==> src/rtl/i2c_slave_reg_controller.sv <==
`default_nettype none
// ============================================================================
// Module   : i2c_slave_reg_controller
// Purpose  : Register-file front end for an I2C slave byte engine. It takes
//            a pointer byte, then writes to or reads from a small sync RAM.
// Revision : 1.0 - initial release
// ============================================================================
module i2c_slave_reg_controller #(
    parameter int ADDR_W = 5,
    parameter int DATA_W = 8
) (
    input  logic              clk,
    input  logic              reset,
    input  logic              Slave_Start,
    input  logic              Slave_RW,
    input  logic              Slave_RxValid,
    input  logic [DATA_W-1:0] Slave_RxData,
    input  logic              Slave_TxReq,
    input  logic              Slave_Stop,
    output logic [DATA_W-1:0] Slave_TxData,
    output logic              Slave_TxValid,
    output logic              Slave_ACK,
    output logic [ADDR_W-1:0] RAM_ADD,
    output logic [DATA_W-1:0] RAM_DIN,
    output logic              RAM_W,
    input  logic [DATA_W-1:0] RAM_RDOUT,
    output logic              Busy,
    output logic              Ptr_Error,
    output logic [5:0]        Byte_Count,
    output logic              Controller_Done
);

    typedef enum logic [2:0] {
        IDLE       = 3'd0,
        GET_PTR    = 3'd1,
        WRITE_DATA = 3'd2,
        READ_FETCH = 3'd3,
        READ_LOAD  = 3'd4,
        READ_WAIT  = 3'd5
    } state_t;

    localparam logic [ADDR_W-1:0] c_PTR_ONE = ADDR_W'(1);

    state_t              r_state,    w_state;
    logic [ADDR_W-1:0]   r_ptr,      w_ptr;
    logic [ADDR_W-1:0]   r_ram_add,  w_ram_add;
    logic [DATA_W-1:0]   r_ram_din,  w_ram_din;
    logic                r_ram_w,    w_ram_w;
    logic [DATA_W-1:0]   r_tx_data,  w_tx_data;
    logic                r_tx_valid, w_tx_valid;
    logic                r_ack,      w_ack;
    logic                r_ptr_err,  w_ptr_err;
    logic [5:0]          r_byte_cnt, w_byte_cnt;
    logic                r_done,     w_done;
    logic [5:0]          w_cnt_inc;

    assign w_cnt_inc = (r_byte_cnt == 6'd63) ? r_byte_cnt : r_byte_cnt + 6'd1;

    always_ff @(posedge clk or negedge reset) begin
        if (!reset) begin
            r_state    <= IDLE;
            r_ptr      <= '0;
            r_ram_add  <= '0;
            r_ram_din  <= '0;
            r_ram_w    <= 1'b0;
            r_tx_data  <= '0;
            r_tx_valid <= 1'b0;
            r_ack      <= 1'b0;
            r_ptr_err  <= 1'b0;
            r_byte_cnt <= '0;
            r_done     <= 1'b0;
        end else begin
            r_state    <= w_state;
            r_ptr      <= w_ptr;
            r_ram_add  <= w_ram_add;
            r_ram_din  <= w_ram_din;
            r_ram_w    <= w_ram_w;
            r_tx_data  <= w_tx_data;
            r_tx_valid <= w_tx_valid;
            r_ack      <= w_ack;
            r_ptr_err  <= w_ptr_err;
            r_byte_cnt <= w_byte_cnt;
            r_done     <= w_done;
        end
    end

    // Start outranks Stop, and both outrank any byte event in the same cycle.
    always_comb begin
        w_state    = r_state;
        w_ptr      = r_ptr;
        w_ram_add  = r_ram_add;
        w_ram_din  = r_ram_din;
        w_ram_w    = 1'b0;
        w_tx_data  = r_tx_data;
        w_tx_valid = r_tx_valid;
        w_ack      = 1'b0;
        w_ptr_err  = r_ptr_err;
        w_byte_cnt = r_byte_cnt;
        w_done     = 1'b0;

        if (Slave_Start) begin
            w_tx_valid = 1'b0;
            w_byte_cnt = '0;
            w_ptr_err  = 1'b0;
            if (Slave_RW) begin
                w_state   = READ_FETCH;
                w_ram_add = r_ptr;
            end else begin
                w_state   = GET_PTR;
            end
        end else if (Slave_Stop && (r_state != IDLE)) begin
            w_state    = IDLE;
            w_tx_valid = 1'b0;
            w_done     = 1'b1;
        end else begin
            case (r_state)
                GET_PTR: begin
                    if (Slave_RxValid) begin
                        w_ptr     = Slave_RxData[ADDR_W-1:0];
                        w_ptr_err = |Slave_RxData[DATA_W-1:ADDR_W];
                        w_ack     = 1'b1;
                        w_state   = WRITE_DATA;
                    end
                end
                WRITE_DATA: begin
                    if (Slave_RxValid) begin
                        w_ram_add  = r_ptr;
                        w_ram_din  = Slave_RxData;
                        w_ram_w    = 1'b1;
                        w_ack      = 1'b1;
                        w_ptr      = r_ptr + c_PTR_ONE;
                        w_byte_cnt = w_cnt_inc;
                    end
                end
                READ_FETCH: begin
                    // Address was registered on entry; RAM samples it at this edge.
                    w_ram_add = r_ptr;
                    w_state   = READ_LOAD;
                end
                READ_LOAD: begin
                    w_tx_data  = RAM_RDOUT;
                    w_tx_valid = 1'b1;
                    w_state    = READ_WAIT;
                end
                READ_WAIT: begin
                    if (Slave_TxReq) begin
                        w_tx_valid = 1'b0;
                        w_ptr      = r_ptr + c_PTR_ONE;
                        w_ram_add  = r_ptr + c_PTR_ONE;
                        w_byte_cnt = w_cnt_inc;
                        w_state    = READ_FETCH;
                    end
                end
                default: ;
            endcase
        end
    end

    assign Slave_TxData    = r_tx_data;
    assign Slave_TxValid   = r_tx_valid;
    assign Slave_ACK       = r_ack;
    assign RAM_ADD         = r_ram_add;
    assign RAM_DIN         = r_ram_din;
    assign RAM_W           = r_ram_w;
    assign Busy            = (r_state != IDLE);
    assign Ptr_Error       = r_ptr_err;
    assign Byte_Count      = r_byte_cnt;
    assign Controller_Done = r_done;

endmodule
`default_nettype wire

==> config.mk <==
export PLATFORM = sky130hd
export DESIGN_NAME = i2c_slave_reg_controller
export DESIGN_NICKNAME = d
export VERILOG_FILES = /design/src/rtl/i2c_slave_reg_controller.sv
export SDC_FILE = /design/constraint.sdc
export NUM_CORES = 1
export LEC_CHECK = 0
export CAP_MARGIN = 20
export CORE_UTILIZATION = 43
export DETAILED_ROUTE_END_ITERATION = 6
export HOLD_SLACK_MARGIN = 0.1
export PLACE_DENSITY = 0.73
export SYNTH_ARGS = -nofsm -noshare
export SYNTH_HDL_FRONTEND = slang
export SYNTH_SLANG_ARGS = --single-unit
==> constraint.sdc <==
create_clock -name clk -period 1.8 [get_ports clk]
set_clock_uncertainty 0.1 [all_clocks]
set_input_delay 0.36 -clock clk [delete_from_list [all_inputs] [get_ports clk]]
set_output_delay 0.36 -clock clk [all_outputs]
set_load 0.005 [all_outputs]
==> qor.yml, run 1 <==
logic_synthesis:
  synth_top_area_share_pct: 50.9
  syn_avg_cell_area_um2: 11.7
  ys_ff_latch: 40
  ys.flop_type: "dfrtp_1"
  ys_seq_area_share_pct: 50.9
  synthTopCellsByArea: "dfrtp_1 51%, mux2_2 15%, xnor2_1 2.2%"
  netlist_area_um2: 1970
  async_reset_ff_share_pct: 100
  syn_inst: 168
  synth_edf_count: 0
  yosysUniqueCellTypes: 44
  yosysWarnings: 0
  synth_area_leader_cell: "dfrtp_1"
  synth_fp_nets: 193
worst_setup_path:
  arrival_ps: 1920
  critPathKind: "flop to flop"
  cp.required_ps: 1870
  path_cells: "buf_4 > buf_4 > nand2b_1 > or3_1 > nor4_1 > a211oi_1"
  crit_slowest_cell: "or3_1"
  startpoint_type: "flop"
  cp-end-kind: "flop"
  max_stage_delay_ps: 430
  crit_fanout: 8
  critPathTopFamily: "simple AND/OR/NAND/NOR gates"
  crit_buf_inv: 2
  cpMostUsedCell: "buf_4"
cells_and_area:
  final_cell_mix: "50 x clkdlybuf4s50_1, 40 x dfrtp_1, 29 x buf_4"
  layout_commonest_cell: "clkdlybuf4s50_1"
  drive_gt1_share_pct: 33.1
  fin_util_pct: 70.8
  fin_area_um2: 3100
  syn_to_final_growth_pct: 57.9
  n_antenna_cell: 0
  final_nets: 284
global_route:
  grt_pass1_vias: 1717
  grt_usage_pct: 21.2
  grt_max_degree: 22
  grt_pass1_wl_um: 8130
  antenna_found_initial: 0
  grt_overflow: 0
power_and_ir_drop:
  leakage_uw: 0.00135
  powerDensity_nw_per_um2: 1120
  ir_drop_mv: 0.651
floorplan:
  die_w_um: 69.6
  start_util_pct: 44.8
  coreArea_um2: 4380
  die_h_um: 69.6
  rows: 24
  ios: 56
  die_area_um2: 4850
route:
  viasPerCell: 5.42
  firstDrtPassIters: 4
  route.met3.wl_um: 192
  top_layer: "met4"
  route.detailed.drc: 0
  route.met2.wl_um: 2570
  drtAntennaViolNets: 0
  drtIter0Drc: 64
  met1_length_um: 2100
  num_vias: 1690
  wl_per_cell_um: 15.8
  finalWirelength_um: 4920
worst_hold_path:
  hold_class: "primary input to flop"
cts:
  cts.clk_slew.worst_paths_ps: 80
  ctsRootBufferMaster: "clkbuf_8"
  tritoncts: "done"
  cts_buffers: 5
  clock_sinks: 40
  clk_latency_ps: 290
  cts_buffer_depth: 2
  cts_max_level: 2
place:
  gp_congestion: 0.912
  placed_area_um2: 2810
  portBuffers: 55
  hpwl_um: 3450
timing:
  rsz0062_at_grt: "yes"
  period_share_pct: 103
  hold_viol: 0
  drv_slew: 0
  period_minus_slack_ps: 1850
  clock.fmax_ghz: 0.540
  slew_headroom_pct: 68.1
  final-setup-viol-count: 25
  setup_slack_ps: -52.3
  tightest_slew_ps: 479
outcome:
  run_status: "finished, violations left"
  violations: "setup timing"
flow_run:
  maxCapViolCount: 0
-- final timing paths --
| path | cells after the start | endpoint | startpoint | slack (ps) |
|---|---|---|---|---|
| worst min-delay path | 3 | Controller_Done | Slave_Start | 360 |
| worst max register to register | 6 | Ptr_Error | r_state[2] | -50 |
| max in group asynchronous | 3 | RAM_W | reset | 670 |
| worst max-delay path | 6 | Ptr_Error | r_state[2] | -50 |
| worst min register to register | 1 | Slave_TxData[3] | Slave_TxData[3] | 410 |
| min in group asynchronous | 2 | Byte_Count[4] | reset | 450 |
-- kinds of logic (layout without fill, tap and decap cells) --
kind of cell | count (synthesis) | in the layout | share of synthesized area, %
buffers and inverters | 12 | 104 | 2.55
and+or+nand+nor | 45 | 45 | 13.7
xor gates and xnor gates | 6 | 6 | 2.67
adders and majority gates | 2 | 2 | 1.27
AOI/OAI and AO/OA | 33 | 33 | 12.0
DFF | 40 | 40 | 50.9
muxes | 30 | 30 | 16.9
-- cells in the mapped netlist, types with 2 or more instances --
cell,number
a2bb2oi_1,2
a21oi_1,8
o21ai_0,3
o31a_1,2
dfrtp_1,40
nor2b_1,4
buf_2,4
ha_1,2
mux2_2,26
nand3_1,4
clkbuf_1,2
inv_1,5
nand2_1,5
nor2_1,7
nor2_2,2
a211oi_1,4
mux2i_1,4
xnor2_1,5
o21a_1,2
a22oi_1,2
and3_1,4
nand4_1,2
nand2b_1,5
a311oi_1,4
-- layout make-up --
| class | instances | area (µm²) |
|---|---|---|
| clock buffers | 5 | 68.8 |
| inverters | 5 | 18.8 |
| flip-flops and latches | 40 | 1000 |
| well taps | 52 | 65.1 |
| clock inverters | 3 | 42.5 |
| multi-input cells | 116 | 1040 |
| repair buffers | 91 | 863 |
| fillers | 309 | 1280 |
-- sequential cells by signal (all words and copies together) (netlist names) --
| register | flops |
|---|---|
| Byte_Count | 6 |
| Controller_Done | 1 |
| Ptr_Error | 1 |
| RAM_ADD | 5 |
| RAM_DIN | 8 |
| RAM_W | 1 |
| Slave_ACK | 1 |
| Slave_TxData | 8 |
| Slave_TxValid | 1 |
| r_ptr | 5 |
| r_state | 3 |
-- power breakdown --
group	internal, µW	switching, µW	total (µW)
Clock	410	316	726
Sequential	1170	197	1370
Combinational	921	457	1380
-- worst register-to-register path, delay by kind of cell (launching register included) --
kind | cells | cell delay, ps
simple gates | 3 | 850
flops | 1 | 380
buf+inv | 2 | 330
compound gates | 1 | 90
-- stage by stage --
| stage | setup WS, ps | hold slack (ps) | std cells | TNS [ps] | power (µW) |
|---|---|---|---|---|---|
| after floorplan | -85.9 | -35.6 | 168 | -1490 | 1920 |
| after global placement | -282 | 233 | 295 | -6810 | 2580 |
| after detailed placement | -338 | 244 | 295 | -7800 | 2630 |
| after CTS | -66.1 | 414 | 306 | -974 | 3450 |
| after global routing | -81.0 | 402 | 312 | -1920 | 3660 |
| final | -52.3 | 358 | 312 | -598 | 3470 |
-- routing by layer --
layer  up-vias  track usage [%]
li1        797                -
met1       836             27.2
met2        51             36.1
met3         6             4.36
met4         0             6.22
met5         -                0
-- what timing repair did --
item / in CTS / in global routing
pin swaps: 3 / 7
endpoints found under the hold margin: 19 / 0
endpoints found under the setup margin: 25 / 34
hold buffers: 1 / 0
resized for setup: 27 / 7
setup buffers: 2 / 6
Power figures use the tool's default switching activity.
==> run 2, diff against run 1 <==
Settings changed: CORE_MARGIN set to 2, GPL_ROUTABILITY_DRIVEN set to 0.
==> run 2 against run 1 <==
  * The flow still finishes with violations (setup timing)
  * Maximum frequency is 0.97% lower
  * Wire length is 5.5% higher
  * Die area is 5.8% higher
  * Global-route usage is 1.2 points lower
  * Combinational power is 4% higher
  * Cell count is 1.3% lower
  * Sequential power hardly changed
  * Non-clock buffer count is 4 lower
  * Sequential share of layout area is 0.27 points lower
  * Register-to-register slack worse by 20 ps
  * Cell area is 0.85% higher
  * Worst setup slack worse by 18 ps
  * Critical path type unchanged
==> qor.yml, run 2 (synthesis results as in run 1) <==
floorplan:
  rows: 24
  die_w_um: 71.6
  die_h_um: 71.6
  die_area_um2: 5130
  ios: 56
  start_util_pct: 44.8
  coreArea_um2: 4380
power_and_ir_drop:
  p_int_uw: 2440
  p_clk_share_pct: 17.7
  powerDensity_nw_per_um2: 1100
  p_sw_uw: 989
  switching_share_pct: 28.8
  ir_drop_mv: 0.827
  power_frac_seq_pct: 40.3
  pwr-share-comb_pct: 42.0
  p_total_uw: 3430
  leakage_uw: 0.00135
global_route:
  top_usage_layer: "met2"
  grtUsageMet3_pct: 3.09
  use_met2_pct: 34.1
  grt_util_met1_pct: 25.1
  grt_pass1_vias: 1711
  grt_pass1_wl_um: 7990
  antenna_found_initial: 0
  grt_max_degree: 24
  grt_overflow: 0
  grt_usage_pct: 20.0
worst_setup_path:
  crit_fanout: 8
  crit_buf_inv: 1
  ff2ff_setup_slack_ps: -70
  cp.required_ps: 1870
  rr_worst_depth: 5
  arrival_ps: 1940
  worstSetupStartpoint: "r_state[2]"
  cp-end-kind: "flop"
  path_cells: "or3_4 > a21o_4 > nor2_4 > buf_8 > mux2_4"
  r2r-end: "Slave_TxData[2]"
  critPathTopFamily: "simple AND/OR/NAND/NOR gates"
  startpoint_type: "flop"
  crit_slowest_cell: "or3_4"
  reg2reg_from: "r_state[2]"
  crit_cells: 5
  endpoint: "Slave_TxData[2]"
  max_stage_delay_ps: 410
  critPathKind: "flop to flop"
worst_hold_path:
  min_from: "RAM_ADD[4]"
  hold_class: "flop to flop"
cells_and_area:
  layout_commonest_cell: "clkdlybuf4s50_1"
  fin_util_pct: 71.4
  drive_gt1_share_pct: 34.0
  fillCellCount: 308
  final_nets: 280
  instances_no_fill: 308
  syn_to_final_growth_pct: 59.3
  n_antenna_cell: 0
  final_cell_mix: "50 x clkdlybuf4s50_1, 40 x dfrtp_1, 22 x buf_4"
cts:
  clk_latency_ps: 290
  clock_sinks: 40
  cts_buffer_depth: 2
  cts_buffers: 5
  cts_max_level: 2
  cts.clk_slew.worst_paths_ps: 80
  ctsRootBufferMaster: "clkbuf_8"
  tritoncts: "done"
place:
  portBuffers: 55
  hpwl_um: 3600
  pre_cts_ws_ps: -372
  dp.cells: 293
route:
  wl_per_cell_um: 16.9
  route.detailed.drc: 0
  viasPerCell: 5.42
  num_vias: 1668
  firstDrtPassIters: 4
  drtAntennaViolNets: 0
  drtIter0Drc: 105
  finalWirelength_um: 5190
outcome:
  violations: "setup timing"
  run_status: "finished, violations left"
timing:
  period_share_pct: 104
  clock.fmax_ghz: 0.535
  tightest_slew_ps: 428
  drv_slew: 0
  rsz0062_at_grt: "yes"
  hold_viol: 0
  final-setup-viol-count: 20
  slew_headroom_pct: 71.4
  period_minus_slack_ps: 1870
  setup_slack_ps: -70.4
flow_run:
  maxCapViolCount: 0
[run 2: cell type report]
| cell class | count | area [µm²] | area share [%] |
|---|---|---|---|
| multi-input combinational | 116 | 1110 | 35.5 |
| sequential | 40 | 1000 | 32.0 |
| timing repair buffer | 87 | 842 | 26.9 |
| clock buffer | 6 | 82.6 | 2.64 |
| tap | 52 | 65.1 | 2.08 |
| inverter | 5 | 18.8 | 0.600 |
| clock inverter | 2 | 10.0 | 0.320 |
[run 2: routing by layer]
metal / vias to the layer above / wire (µm) / share of wire (%)
li1: 790 / - / -
met1: 833 / 2270 / 44
met2: 39 / 2720 / 52
met3: 6 / 143 / 2.8
met4: 0 / 62 / 1.2
met5: - / 0 / 0
[run 2: what timing repair did]
item,CTS,global route
pin swaps,5,3
buffers inserted,3,3
hold endpoints to repair,17,0
hold buffers,1,0
gates resized for setup,28,20
endpoints found under the setup margin,26,32
gates cloned,0,0
[run 2: stage by stage]
stage | area (µm²) | setup TNS [ps] | hold slack, ps
floorplan | 2010 | -1490 | -35.6
global placement | 2790 | -7180 | 209
detailed placement | 2790 | -8770 | 220
CTS | 3020 | -1390 | 411
global route | 3130 | -1990 | 421
finish | 3130 | -1160 | 407
[run 2: how the worst min path moves through the flow]
stage	endpoint	slack, ps	cells after the start
2_1_floorplan	Byte_Count[0]	-40	0
3_3_place_gp	RAM_W	210	1
3_5_place_dp	RAM_DIN[3]	220	1
4_1_cts	RAM_ADD[4]	410	1
5_1_grt	Controller_Done	420	3
6_report	RAM_ADD[4]	410	1
[run 2: power by group through the flow]
stage / registers [µW] / logic [µW] / clock network [µW]
2_1_floorplan: 1360 / 551 / 0
3_3_place_gp: 1360 / 1210 / 0
3_5_place_dp: 1380 / 1250 / 0
4_1_cts: 1370 / 1360 / 618
5_1_grt: 1420 / 1540 / 664
6_report: 1380 / 1440 / 607
